`src/rtl/commit_stage_if.sv`:
```
//------------------------------------------------------------------------------
// commit_stage_if : scoreboard-to-commit handshake, regfile write and exception bus
// Revision: 1.0
//------------------------------------------------------------------------------
`default_nettype none

interface commit_stage_if #(
  parameter int unsigned NR_COMMIT_PORTS = 2,
  parameter int unsigned REG_ADDR_W      = 5,
  parameter int unsigned XLEN            = 64
);
  logic                                       halt_i;
  logic [NR_COMMIT_PORTS-1:0]                 commit_valid_i;
  logic [NR_COMMIT_PORTS-1:0][REG_ADDR_W-1:0] commit_rd_i;
  logic [NR_COMMIT_PORTS-1:0][XLEN-1:0]       commit_result_i;
  logic [NR_COMMIT_PORTS-1:0][XLEN-1:0]       commit_pc_i;
  logic [NR_COMMIT_PORTS-1:0]                 commit_ex_valid_i;
  logic [NR_COMMIT_PORTS-1:0][XLEN-1:0]       commit_ex_cause_i;
  logic [NR_COMMIT_PORTS-1:0]                 commit_is_store_i;
  logic [NR_COMMIT_PORTS-1:0]                 commit_ack_o;
  logic [NR_COMMIT_PORTS-1:0][REG_ADDR_W-1:0] waddr_o;
  logic [NR_COMMIT_PORTS-1:0][XLEN-1:0]       wdata_o;
  logic [NR_COMMIT_PORTS-1:0]                 we_o;
  logic                                       commit_lsu_o;
  logic                                       commit_lsu_ready_i;
  logic                                       ex_valid_o;
  logic [XLEN-1:0]                            ex_cause_o;
  logic [XLEN-1:0]                            ex_pc_o;
  logic                                       flush_o;
  logic [63:0]                                instret_o;

  modport master (
    output halt_i, commit_valid_i, commit_rd_i, commit_result_i, commit_pc_i,
           commit_ex_valid_i, commit_ex_cause_i, commit_is_store_i, commit_lsu_ready_i,
    input  commit_ack_o, waddr_o, wdata_o, we_o, commit_lsu_o,
           ex_valid_o, ex_cause_o, ex_pc_o, flush_o, instret_o
  );

  modport slave (
    input  halt_i, commit_valid_i, commit_rd_i, commit_result_i, commit_pc_i,
           commit_ex_valid_i, commit_ex_cause_i, commit_is_store_i, commit_lsu_ready_i,
    output commit_ack_o, waddr_o, wdata_o, we_o, commit_lsu_o,
           ex_valid_o, ex_cause_o, ex_pc_o, flush_o, instret_o
  );
endinterface

`default_nettype wire

```
`src/rtl/commit_stage.sv`:
```
//------------------------------------------------------------------------------
// commit_stage : in-order retirement of the two oldest scoreboard entries
// Revision: 1.0
//------------------------------------------------------------------------------
`default_nettype none

module commit_stage #(
  parameter int unsigned NR_COMMIT_PORTS = 2,
  parameter int unsigned REG_ADDR_W      = 5,
  parameter int unsigned XLEN            = 64
) (
  input  logic         clk_i,
  input  logic         rst_ni,
  commit_stage_if.slave bus
);

  if (NR_COMMIT_PORTS != 2) begin : g_bad_nr_ports
    $error("commit_stage: only NR_COMMIT_PORTS = 2 is supported");
  end

  typedef enum logic [0:0] {
    ST_RUN   = 1'b0,
    ST_FLUSH = 1'b1
  } state_e;

  state_e          r_state;
  logic            r_ex_valid;
  logic            r_flush;
  logic [XLEN-1:0] r_ex_cause;
  logic [XLEN-1:0] r_ex_pc;
  logic [63:0]     r_instret;

  logic            w_run;
  logic            w_p0_ok;
  logic            w_lsu_req;
  logic [1:0]      w_ack;
  logic [1:0]      w_we;
  logic            w_take_ex;
  logic [63:0]     w_retired;

  always_comb begin
    w_run     = rst_ni && (r_state == ST_RUN) && !bus.halt_i;
    w_p0_ok   = w_run && bus.commit_valid_i[0];
    w_lsu_req = w_p0_ok && !bus.commit_ex_valid_i[0] && bus.commit_is_store_i[0];

    w_ack[0]  = w_p0_ok && (bus.commit_ex_valid_i[0] || !bus.commit_is_store_i[0]
                            || bus.commit_lsu_ready_i);
    // Port 1 only retires behind a plain ALU op on port 0; stores and
    // exceptions on port 1 wait until they become the oldest entry.
    w_ack[1]  = w_ack[0] && !bus.commit_ex_valid_i[0] && !bus.commit_is_store_i[0]
                && bus.commit_valid_i[1] && !bus.commit_ex_valid_i[1]
                && !bus.commit_is_store_i[1];

    w_we[1]   = w_ack[1] && !bus.commit_ex_valid_i[1] && (bus.commit_rd_i[1] != '0);
    // Same destination on both ports: only the younger write survives.
    w_we[0]   = w_ack[0] && !bus.commit_ex_valid_i[0] && (bus.commit_rd_i[0] != '0)
                && !(w_we[1] && (bus.commit_rd_i[0] == bus.commit_rd_i[1]));

    w_take_ex = w_ack[0] && bus.commit_ex_valid_i[0];
    w_retired = 64'(w_ack[0]) + 64'(w_ack[1]);
  end

  always_ff @(posedge clk_i or negedge rst_ni) begin
    if (!rst_ni) begin
      r_state    <= ST_RUN;
      r_ex_valid <= 1'b0;
      r_flush    <= 1'b0;
      r_ex_cause <= '0;
      r_ex_pc    <= '0;
      r_instret  <= '0;
    end else begin
      r_instret  <= r_instret + w_retired;
      r_ex_valid <= w_take_ex;
      r_flush    <= w_take_ex;
      if (w_take_ex) begin
        r_ex_cause <= bus.commit_ex_cause_i[0];
        r_ex_pc    <= bus.commit_pc_i[0];
      end
      case (r_state)
        ST_RUN:   if (w_take_ex) r_state <= ST_FLUSH;
        ST_FLUSH: r_state <= ST_RUN;
        default:  r_state <= ST_RUN;
      endcase
    end
  end

  assign bus.commit_ack_o = w_ack;
  assign bus.we_o         = w_we;
  assign bus.waddr_o      = bus.commit_rd_i;
  assign bus.wdata_o      = bus.commit_result_i;
  assign bus.commit_lsu_o = w_lsu_req;
  assign bus.ex_valid_o   = r_ex_valid;
  assign bus.flush_o      = r_flush;
  assign bus.ex_cause_o   = r_ex_cause;
  assign bus.ex_pc_o      = r_ex_pc;
  assign bus.instret_o    = r_instret;

  a_ack_needs_valid: assert property (@(posedge clk_i) disable iff (!rst_ni)
    ((w_ack & ~bus.commit_valid_i) == 2'b00));

  a_ack1_needs_ack0: assert property (@(posedge clk_i) disable iff (!rst_ni)
    (w_ack[1] |-> w_ack[0]));

endmodule

`default_nettype wire

```
`src/flat_wrapper.sv`:
```
// flat-port wrapper written by rule: the top's interface ports become plain ports
module commit_stage_flat 
#(
  parameter int unsigned NR_COMMIT_PORTS = 2,
  parameter int unsigned REG_ADDR_W      = 5,
  parameter int unsigned XLEN            = 64
)
  (clk_i, rst_ni, bus_halt_i, bus_commit_valid_i, bus_commit_rd_i, bus_commit_result_i, bus_commit_pc_i, bus_commit_ex_valid_i, bus_commit_ex_cause_i, bus_commit_is_store_i, bus_commit_lsu_ready_i, bus_commit_ack_o, bus_waddr_o, bus_wdata_o, bus_we_o, bus_commit_lsu_o, bus_ex_valid_o, bus_ex_cause_o, bus_ex_pc_o, bus_flush_o, bus_instret_o);
  commit_stage_if #(.NR_COMMIT_PORTS(NR_COMMIT_PORTS), .REG_ADDR_W(REG_ADDR_W), .XLEN(XLEN)) bus_i ();
  input  logic clk_i;
  input  logic rst_ni;
  input wire logic [$bits(bus_i.halt_i)-1:0] bus_halt_i;
  input wire logic [$bits(bus_i.commit_valid_i)-1:0] bus_commit_valid_i;
  input wire logic [$bits(bus_i.commit_rd_i)-1:0] bus_commit_rd_i;
  input wire logic [$bits(bus_i.commit_result_i)-1:0] bus_commit_result_i;
  input wire logic [$bits(bus_i.commit_pc_i)-1:0] bus_commit_pc_i;
  input wire logic [$bits(bus_i.commit_ex_valid_i)-1:0] bus_commit_ex_valid_i;
  input wire logic [$bits(bus_i.commit_ex_cause_i)-1:0] bus_commit_ex_cause_i;
  input wire logic [$bits(bus_i.commit_is_store_i)-1:0] bus_commit_is_store_i;
  input wire logic [$bits(bus_i.commit_lsu_ready_i)-1:0] bus_commit_lsu_ready_i;
  output wire logic [$bits(bus_i.commit_ack_o)-1:0] bus_commit_ack_o;
  output wire logic [$bits(bus_i.waddr_o)-1:0] bus_waddr_o;
  output wire logic [$bits(bus_i.wdata_o)-1:0] bus_wdata_o;
  output wire logic [$bits(bus_i.we_o)-1:0] bus_we_o;
  output wire logic [$bits(bus_i.commit_lsu_o)-1:0] bus_commit_lsu_o;
  output wire logic [$bits(bus_i.ex_valid_o)-1:0] bus_ex_valid_o;
  output wire logic [$bits(bus_i.ex_cause_o)-1:0] bus_ex_cause_o;
  output wire logic [$bits(bus_i.ex_pc_o)-1:0] bus_ex_pc_o;
  output wire logic [$bits(bus_i.flush_o)-1:0] bus_flush_o;
  output wire logic [$bits(bus_i.instret_o)-1:0] bus_instret_o;
  assign bus_i.halt_i = bus_halt_i;
  assign bus_i.commit_valid_i = bus_commit_valid_i;
  assign bus_i.commit_rd_i = bus_commit_rd_i;
  assign bus_i.commit_result_i = bus_commit_result_i;
  assign bus_i.commit_pc_i = bus_commit_pc_i;
  assign bus_i.commit_ex_valid_i = bus_commit_ex_valid_i;
  assign bus_i.commit_ex_cause_i = bus_commit_ex_cause_i;
  assign bus_i.commit_is_store_i = bus_commit_is_store_i;
  assign bus_i.commit_lsu_ready_i = bus_commit_lsu_ready_i;
  assign bus_commit_ack_o = bus_i.commit_ack_o;
  assign bus_waddr_o = bus_i.waddr_o;
  assign bus_wdata_o = bus_i.wdata_o;
  assign bus_we_o = bus_i.we_o;
  assign bus_commit_lsu_o = bus_i.commit_lsu_o;
  assign bus_ex_valid_o = bus_i.ex_valid_o;
  assign bus_ex_cause_o = bus_i.ex_cause_o;
  assign bus_ex_pc_o = bus_i.ex_pc_o;
  assign bus_flush_o = bus_i.flush_o;
  assign bus_instret_o = bus_i.instret_o;
  commit_stage #(.NR_COMMIT_PORTS(NR_COMMIT_PORTS), .REG_ADDR_W(REG_ADDR_W), .XLEN(XLEN)) u_core (.clk_i(clk_i), .rst_ni(rst_ni), .bus(bus_i));
endmodule
```
`config.mk`:
```
export PLATFORM = sky130hd
export DESIGN_NAME = commit_stage_flat
export DESIGN_NICKNAME = d
export VERILOG_FILES = /design/src/rtl/commit_stage_if.sv /design/src/rtl/commit_stage.sv /design/src/flat_wrapper.sv
export SDC_FILE = /design/constraint.sdc
export NUM_CORES = 1
export LEC_CHECK = 0
export ABC_AREA = 1
export CAP_MARGIN = 15
export CELL_PAD_IN_SITES_DETAIL_PLACEMENT = 1
export CELL_PAD_IN_SITES_GLOBAL_PLACEMENT = 2
export CORE_AREA = 2 2 291 293
export CTS_CLUSTER_DIAMETER = 80
export CTS_CLUSTER_SIZE = 14
export DETAILED_ROUTE_END_ITERATION = 8
export DIE_AREA = 0 0 293 295
export PLACE_DENSITY = 0.71
export SETUP_SLACK_MARGIN = 0.3
export SYNTH_ARGS = -nofsm -noshare
export SYNTH_HDL_FRONTEND = slang
export SYNTH_SLANG_ARGS = --single-unit
```
`constraint.sdc`:
```
create_clock -name clk_i -period 4.13 [get_ports clk_i]
set_input_delay 0.413 -clock clk_i [delete_from_list [all_inputs] [get_ports clk_i]]
set_output_delay 0.413 -clock clk_i [all_outputs]
set_load 0.01 [all_outputs]
```
==> results.md, run 1 <==
Detailed routing:
- The first detailed-routing pass took 5 iterations.
- The vias after detailed routing is 8520.
- Wires add up to 38200 µm.
- In this run, the number of DRC markers left after iteration 0 of detailed routing was 251.
- The detailed-route wire length per cell is 14.9 µm.
- The number of design rule violations left after detail routing is 0.
- In this run the remaining antenna-violating nets after routing total 0.
- Dividing the detail-routed via count by the number of cells gives 3.33.

STA:
- In this run the tightest slew margin relative to its limit is 35.2%.
- At the pin with the least slew margin, the transition time is 0.972 ns.
- The worst-case hold slack is 0.434 ns.
- The number of hold-slack violations in the final timing report was 0.
- For this run, the top clock speed supported by timing is 305 MHz.
- The final critical path takes up 79.4% of the cycle.
- The setup TNS is 0 ns.
- The final count of pins violating max slew was 0.
- The final-report setup violation count is 0.
- The worst clock skew is 0.0169 ns.
- Setup repair after global routing left no endpoint under its margin.
- Setup slack closes at 0.850 ns.
- The clock period could shrink to 3.28 ns.

CTS:
- The H-tree level count is 4.
- Clock-pin slew was measured on the worst setup and hold paths at 0.08 ns.
- TritonCTS built the clock tree.
- Buffers inserted during clock tree synthesis total 17.
- The clock reaches the later pin of the worst-skew pair after 0.51 ns.
- After clock tree synthesis, the setup repair step added 0 buffers.
- CTS saw 194 sinks.
- The clock tree root buffer cell is clkbuf_16.
- The clock passes through at most 2 buffers.

Power:
- The design draws 5.38 mW.
- The maximum ir drop on the vdd rail is 0.315 mV.
- The power density over the cells is 378 mW/mm².
- The leakage power total is 6.18 nW.

Critical path:
- Data on the critical path arrives at its endpoint at 3.67 ns.
- The element type at the critical path start is a primary input.
- Traced cell by cell, the critical path runs through dlygate4sd3_1 -> clkbuf_8 -> nand3_1 -> nor4_1 -> ha_1 -> ha_1 -> inv_1 -> fa_1 -> inv_1 -> nand3_1 -> buf_4 -> nor3_1 -> nand2_1 -> nand2_1 -> nand2_1.
- The cell that appears most often on the critical path is nand2_1.
- The critical path is of the in -> reg type.
- Among all stages on the critical path, the largest delay is contributed by dlygate4sd3_1.
- For flop-to-flop paths, the worst setup slack is 1.07 ns.
- The type of element capturing the critical path is a register.
- The capture point of the worst reg-to-reg path is u_core.bus.instret_o[52]$_DFF_PN0_.
- The worst stage delay on the critical path is 0.57 ns.
- In this run the worst path has a maximum fanout of 3.
- The worst register-to-register path begins at u_core.r_state$_DFF_PN0_.
- For the worst setup path, the data required time is 4.52 ns.
- For the worst flop-to-flop path, the logic depth is 14.

Placed design:
- OpenSTA, run right after detailed placement, puts the worst setup slack at 0.504 ns.
- Detailed placement finished with a half-perimeter wire length of 30300 µm.
- Including well taps, the total number of placed cells is 2526.
- Routability-driven placement finished with a final weighted congestion of 0.779.
- The placement-stage cell area is 0.0137 mm².
- The quantity of I/O buffers inserted on ports is 356.

Global route:
- The via count of the first global-routing pass is 9500.
- Entering global routing, the biggest net connects 103 pins.
- Across every metal layer, demand over resource in global routing totals 8.83%.
- The number of antenna violations at the first check in global routing was 2.
- The total congestion overflow is 0.
- The global-route wire length before repair is 57200 µm.

Die:
- The die extent in x is 293 µm.
- For this configuration, the core starts out at a cell density of 11.8%.
- Row generation in the floorplan step produced 106 rows.
- The overall die area is 0.0864 mm².
- The height of the chip is 295 µm.
- The number of primary I/O pins is 741.
- The standard cell core area is 0.0832 mm².

Layout:
- The number of nets in the finished design is 1874.
- The repair_antennas step left the layout with diodes totalling 0.
- The share of cells above drive strength 1 is 4.06%.
- Compared with the post-synthesis result, the final layout area differs by 44.8%.
- The multi-input combinational cell area is 0.00353 mm².
- After the flow finishes, the layout carries non-filler instances totaling 2559.
- Summing all flip-flop and latch instances after layout gives 0.00485 mm².
- Cells fill 17.1% of the core in the end.
- The area of all placed cells without fillers is 0.0142 mm².
- The layout filler cell count is 9851.

Hold path:
- The worst hold path terminates at u_core.bus.ex_cause_o[17]$_DFFE_PN0P_.
- The startpoint of the tightest hold check path is bus_commit_ex_cause_i[17].
- The cell depth of the worst min-delay path is 3.
- The min-delay analysis places its worst path in the category in -> reg.

Synth:
- Yosys mapped a number of flops with a built-in enable equal to 0.
- The post-synthesis sequential area ratio is 49.4%.
- The synthesized instance count is 1244.
- The proportion of register bits with asynchronous set or reset after synthesis is 100%.
- When the netlist entered floorplanning its net count stood at 1652.
- The number of distinct standard cells referenced by the synthesized netlist is 26.
- In the synthesized netlist the dominant register cell turns out to be dfrtp_1.
- The number of storage elements in the synthesis netlist is 194.
- Dividing the synthesized area by the synthesized cell count gives 7.90 µm².
- The area of the mapped netlist is 0.00983 mm².
- Yosys printed 0 warnings.

Run status:
- The flow ran to the end, and the final reports show no timing, DRC or antenna violations.

Run:
- The max-capacitance violation count is 0.
==> cells by family (layout without fill, tap and decap cells) <==
group / after synthesis / after routing / synth area share (%)
AND/OR/NAND/NOR: 766 / 766 / 30.7
adder cells (fa/ha/maj): 4 / 4 / 0.586
buffers and inverters: 224 / 459 / 14.7
XOR/XNOR: 47 / 47 / 4.19
flip-flops: 194 / 194 / 49.4
AO/OA/AOI/OAI: 9 / 9 / 0.458
==> flip-flops by register name (all words and copies together) (netlist names) <==
register / cells
u_core.r_state: 1
u_core.bus.ex_cause_o: 64
u_core.bus.instret_o: 64
u_core.bus.ex_valid_o: 1
u_core.bus.ex_pc_o: 64
==> area by class of cell <==
class,instances,area share [%]
clock buffer,21,3.16
multi-input combinational,826,24.8
tap,1080,9.49
inverter,56,1.49
sequential,194,34.1
clock inverter,11,0.861
timing repair buffer,371,26.0
==> synthesized netlist by cell type, types with 5 or more instances <==
library cell | n | area share (%)
nor2_1 | 126 | 4.8
buf_4 | 153 | 12
nor3_1 | 6 | 0.31
nand3_1 | 28 | 1.4
inv_1 | 54 | 2.1
o21ai_0 | 7 | 0.36
nor2_2 | 5 | 0.32
buf_2 | 12 | 0.61
xor2_1 | 28 | 2.5
dfrtp_1 | 194 | 49
nand4_1 | 6 | 0.38
and2_1 | 6 | 0.38
xnor2_1 | 19 | 1.7
nand2_1 | 575 | 22
==> critical path, delay by kind of cell <==
family	cells	cell delay, ns
buf+inv	5	1.13
fa+ha+maj	3	0.87
simple gates	7	1.23
==> worst max path at each step <==
stage	start	end	slack, ns	cells past startpoint
after floorplan	bus_commit_is_store_i[0]	u_core.bus.instret_o[60]$_DFF_PN0_	1.18	15
after global placement	bus_commit_is_store_i[0]	u_core.bus.instret_o[52]$_DFF_PN0_	0.47	17
after detailed placement	bus_commit_is_store_i[0]	u_core.bus.instret_o[52]$_DFF_PN0_	0.50	17
after CTS	rst_ni	u_core.bus.instret_o[52]$_DFF_PN0_	0.81	15
after global routing	rst_ni	u_core.bus.instret_o[52]$_DFF_PN0_	0.65	15
final	rst_ni	u_core.bus.instret_o[52]$_DFF_PN0_	0.85	15
==> layer usage <==
| layer | vias to the layer above | share of wire [%] | wire, µm | global-route usage [%] |
|---|---|---|---|---|
| met3 | 78 | 8.2 | 3130 | 3.68 |
| li1 | 4060 | - | - | - |
| met1 | 4118 | 42 | 15900 | 10.0 |
| met2 | 262 | 47 | 17800 | 14.2 |
| met5 | - | 0.034 | 13 | 0 |
| met4 | 2 | 3.6 | 1360 | 4.72 |
==> placed cells by master, fill, tap and decap left out, drive strengths merged <==
cell type        n
nand2          579
clkdlybuf4s50  355
dfrtp          194
nor2           131
inv             60
nand3           28
xor2            28
clkbuf          22
xnor2           19
buf             14
nor3            10
o21ai            9
and2             8
nand4            6
clkinvlp         4
nand3b           3
ha               3
clkinv           2
nor4             1
fa               1
bufinv           1
dlygate4sd3      1
==> power by group <==
part,total [mW],leakage (nW),internal [mW],switching (mW)
sequential,2.35,2.47,2.17,0.181
clock,1.74,0.266,0.862,0.879
combinational,1.28,3.45,0.727,0.557
==> what timing repair did <==
item                                    in CTS  in global routing
gates resized for setup                      0                  0
endpoints found under the hold margin        8                  0
hold buffers                                 1                  0
endpoints found under the setup margin       0                  0
Power figures use the tool's default switching activity.
==> run 2: changes to the inputs <==
Clock period 4.13 ns to 3.1 ns, I/O delays scaled along.
==> run 2 against run 1 <==
  * Flip-flop and latch count stayed put
  * Clock-buffer cell count is 4 lower
  * Cell area is 3.1% higher
  * Combinational power is 41% higher
  * Die area stayed put
  * Setup slack worse by 0.41 ns
  * Sequential power is 34% higher
  * Routed wire length is 25% higher
  * Critical path depth is 2 higher
  * Critical path type unchanged
  * Critical endpoint is now u_core.bus.instret_o[62]$_DFF_PN0_
  * Largest power group unchanged
  * Highest routed layer unchanged
==> results.md, run 2 (synthesis gave the netlist of run 1 again) <==
STA:
- Setup repair after global routing could not meet its margin everywhere.
- The worst clock skew is 0.0376 ns.
- The number of hold-slack violations in the final timing report came to 0.
- The actual transition at the worst max-transition pin is 0.949 ns.
- Timing would allow up to 376 MHz.
- Final hold analysis gives a worst-case slack of 0.314 ns.
- For the finished layout, the period the worst path requires is 2.66 ns.
- The final count of pins violating max slew is 0.
- Setup violations remaining at the end of the flow were counted as 0.
- The post-route worst setup slack is 0.439 ns.
- The worst path uses 85.8% of the clock period.
- The max-slew headroom at the worst pin is 36.8%.

Run status:
- The run finished with clean final reports.

Power:
- The maximum ir drop on the vdd rail is 0.331 mV.
- The clock network is responsible for 33.1% of the overall power.
- The cell internal power dissipation is 5.00 mW.
- The share of total power in combinational logic is 24.4%.
- The leakage power total is 6.46 nW.
- Overall power consumption after layout is estimated at 7.43 mW.
- The switching power summed over all nets is 2.43 mW.
- The power density over the cells is 506 mW/mm².
- Sequential cells burn 42.5% of the power.
- Net switching is 32.7% of the power.

Critical path:
- In this run the worst path has a maximum fanout of 4.
- In this run the register-to-register setup slack is 0.50 ns.
- The type of element capturing the critical path is a register.
- The element type at the critical path start is a primary input.
- The data arrival time of the critical path is 3.03 ns.
- The worst path required time is 3.47 ns.
- The worst setup path category is in -> reg.

Detailed routing:
- After detailed routing, the number of vias per cell comes to 3.46.
- The total iterations of the first detailed-routing run is 4.
- The vias after detailed routing is 8987.
- The final antenna-violating net count is 0.
- The number of design rule violations left after detail routing is 0.
- For this block, the initial DRC count from the detailed router was 321.
- In the final routed layout, each cell accounts on average for 18.3 µm.
- Summed over all layers, the routed wires come to 47700 µm.

Layout:
- The commonest non-fill, non-tap cell in the layout is nand2_1.
- Of the cells placed in the final design, the portion with a size suffix greater than 1 is 7.43%.
- The net count of the finished layout is 1916.
- The filler cells instantiated in the layout total 9838.
- The finished cells cover 0.0147 mm².
- Relative to the synthesized area, the layout overhead comes to 49.3%.
- 0 antenna diodes ended up in the layout.
- Measured on the finished design, the core utilization comes to 17.7%.
- In the layout the commonest cells are nand2_1, clkdlybuf4s50_1, dfrtp_1.

Placed design:
- The routability congestion estimate is 0.899.
- Before CTS, the worst setup slack after placement is -0.350 ns.
- The HPWL after detailed placement is 39200 µm.
- The placement-stage cell area is 0.0140 mm².
- During placement, the flow inserted port buffers numbering 356.

Global route:
- The total congestion overflow is 0.
- The via count of the first global-routing pass is 9720.
- The number of antenna violations at the first check in global routing came to 0.
- The overall routing resource usage is 11.0%.
- The largest net degree at the start of global routing is 123.
- The global-route wire length before repair is 68300 µm.

CTS:
- The buffer depth of the longest clock path is 2.
- The clock tree synthesis step divided the H-tree into 4 levels.
- After clock tree synthesis, the clock-pin slew on the worst setup and hold paths is 0.10 ns.
- TritonCTS built the clock tree.
- The clock sink count is 194.
- The cell sitting at the root of the clock tree is a clkbuf_16.
- At the later pin of the worst-skew pair, clock insertion delay measures 0.52 ns.
- Clock tree synthesis inserted a total of 17 buffers.

Hold path:
- The tightest min-delay check is of the in -> reg type.

Die:
- The initialized floorplan defines 106 standard-cell rows.
- The height of the chip is 295 µm.
- In this run the count of I/O pins placed on the die edge is 741.
- Once the floorplan was initialized, standard cells occupied 11.8% of the core.
- The die covers 0.0864 mm².
- The standard cell core area is 0.0832 mm².
- The die extent in x is 293 µm.

Run:
- Max-cap violations in this run came to 0.
==> run 2: cell count changes in the layout (fill, tap and decap cells not counted), moves of 3 or more <==
cell | previous run | this run
clkinv_8 | 1 | 5
o21ai_1 | 2 | 5
buf_12 | 2 | 5
buf_4 | 12 | 51
inv_8 | 1 | 5
o21ai_0 | 7 | 4
clkbuf_1 | 3 | 0
==> run 2: cell type report <==
cell class              count  area [µm²]  share of cell area, %
inverters                  56         213                   1.45
well taps                1080        1350                   9.21
clock buffers              17         425                   2.90
flip-flops and latches    194        4850                   33.1
multi-input cells         826        3580                   24.4
repair buffers            413        4060                   27.7
clock inverters            15         194                   1.32
==> run 2: power groups by stage <==
| stage | Clock [mW] | Sequential (mW) | Combinational, mW |
|---|---|---|---|
| 3_5_place_dp | 0 | 3.20 | 1.83 |
| 6_report | 2.46 | 3.16 | 1.81 |
| 3_3_place_gp | 0 | 3.19 | 1.82 |
| 4_1_cts | 2.60 | 3.17 | 1.85 |
| 2_1_floorplan | 0 | 3.32 | 0.556 |
| 5_1_grt | 2.67 | 3.22 | 1.98 |
==> run 2: worst paths after layout <==
kind	from	endpoint	cells after the start
hold reg to reg	u_core.bus.ex_pc_o[37]$_DFFE_PN0P_	u_core.bus.ex_pc_o[37]$_DFFE_PN0P_	2
setup reg to reg	u_core.r_state$_DFF_PN0_	u_core.bus.instret_o[62]$_DFF_PN0_	16
min in group asynchronous	rst_ni	u_core.r_state$_DFF_PN0_	3
setup / recovery	rst_ni	u_core.bus.instret_o[62]$_DFF_PN0_	17
hold / removal	bus_commit_pc_i[27]	u_core.bus.ex_pc_o[27]$_DFFE_PN0P_	3
max in group asynchronous	rst_ni	u_core.bus.ex_pc_o[35]$_DFFE_PN0P_	4
==> run 2: through the flow <==
step | cells | setup TNS, ns
after floorplan | 1244 | 0
after detailed placement | 2564 | -4.94
final | 2601 | 0
after global placement | 2564 | -5.32
after CTS | 2597 | 0
after global routing | 2601 | 0
==> run 2: repair_timing <==
action | CTS | global route
gates cloned | 0 | 0
pin swaps | 0 | 4
gates resized for setup | 7 | 6
endpoints found under the hold margin | 33 | 0
hold buffers | 1 | 0
buffers inserted | 0 | 4
setup endpoints to repair | 22 | 24
==> run 2: per-layer routing <==
layer | routed length, µm | part of all wire [%] | global-route usage (%)
met3 | 6980 | 15 | 7.58
met1 | 18900 | 40 | 12.2
met4 | 1320 | 2.8 | 3.61
met5 | 134 | 0.28 | 1.11
met2 | 20400 | 43 | 16.7
==> run 2: worst max-delay path, cell delays in order <==
cell and delay (ns):
dlygate4sd3_1 0.55, clkbuf_8 0.16, nand3_2 0.10, buf_4 0.14, nor2_4 0.05, ha_1 0.30
ha_1 0.16, inv_1 0.06, fa_2 0.39, inv_2 0.09, nand2_1 0.10, nor2_1 0.13
buf_4 0.14, and2_2 0.17, nand2_1 0.07, nand2_1 0.06, nand2_1 0.04
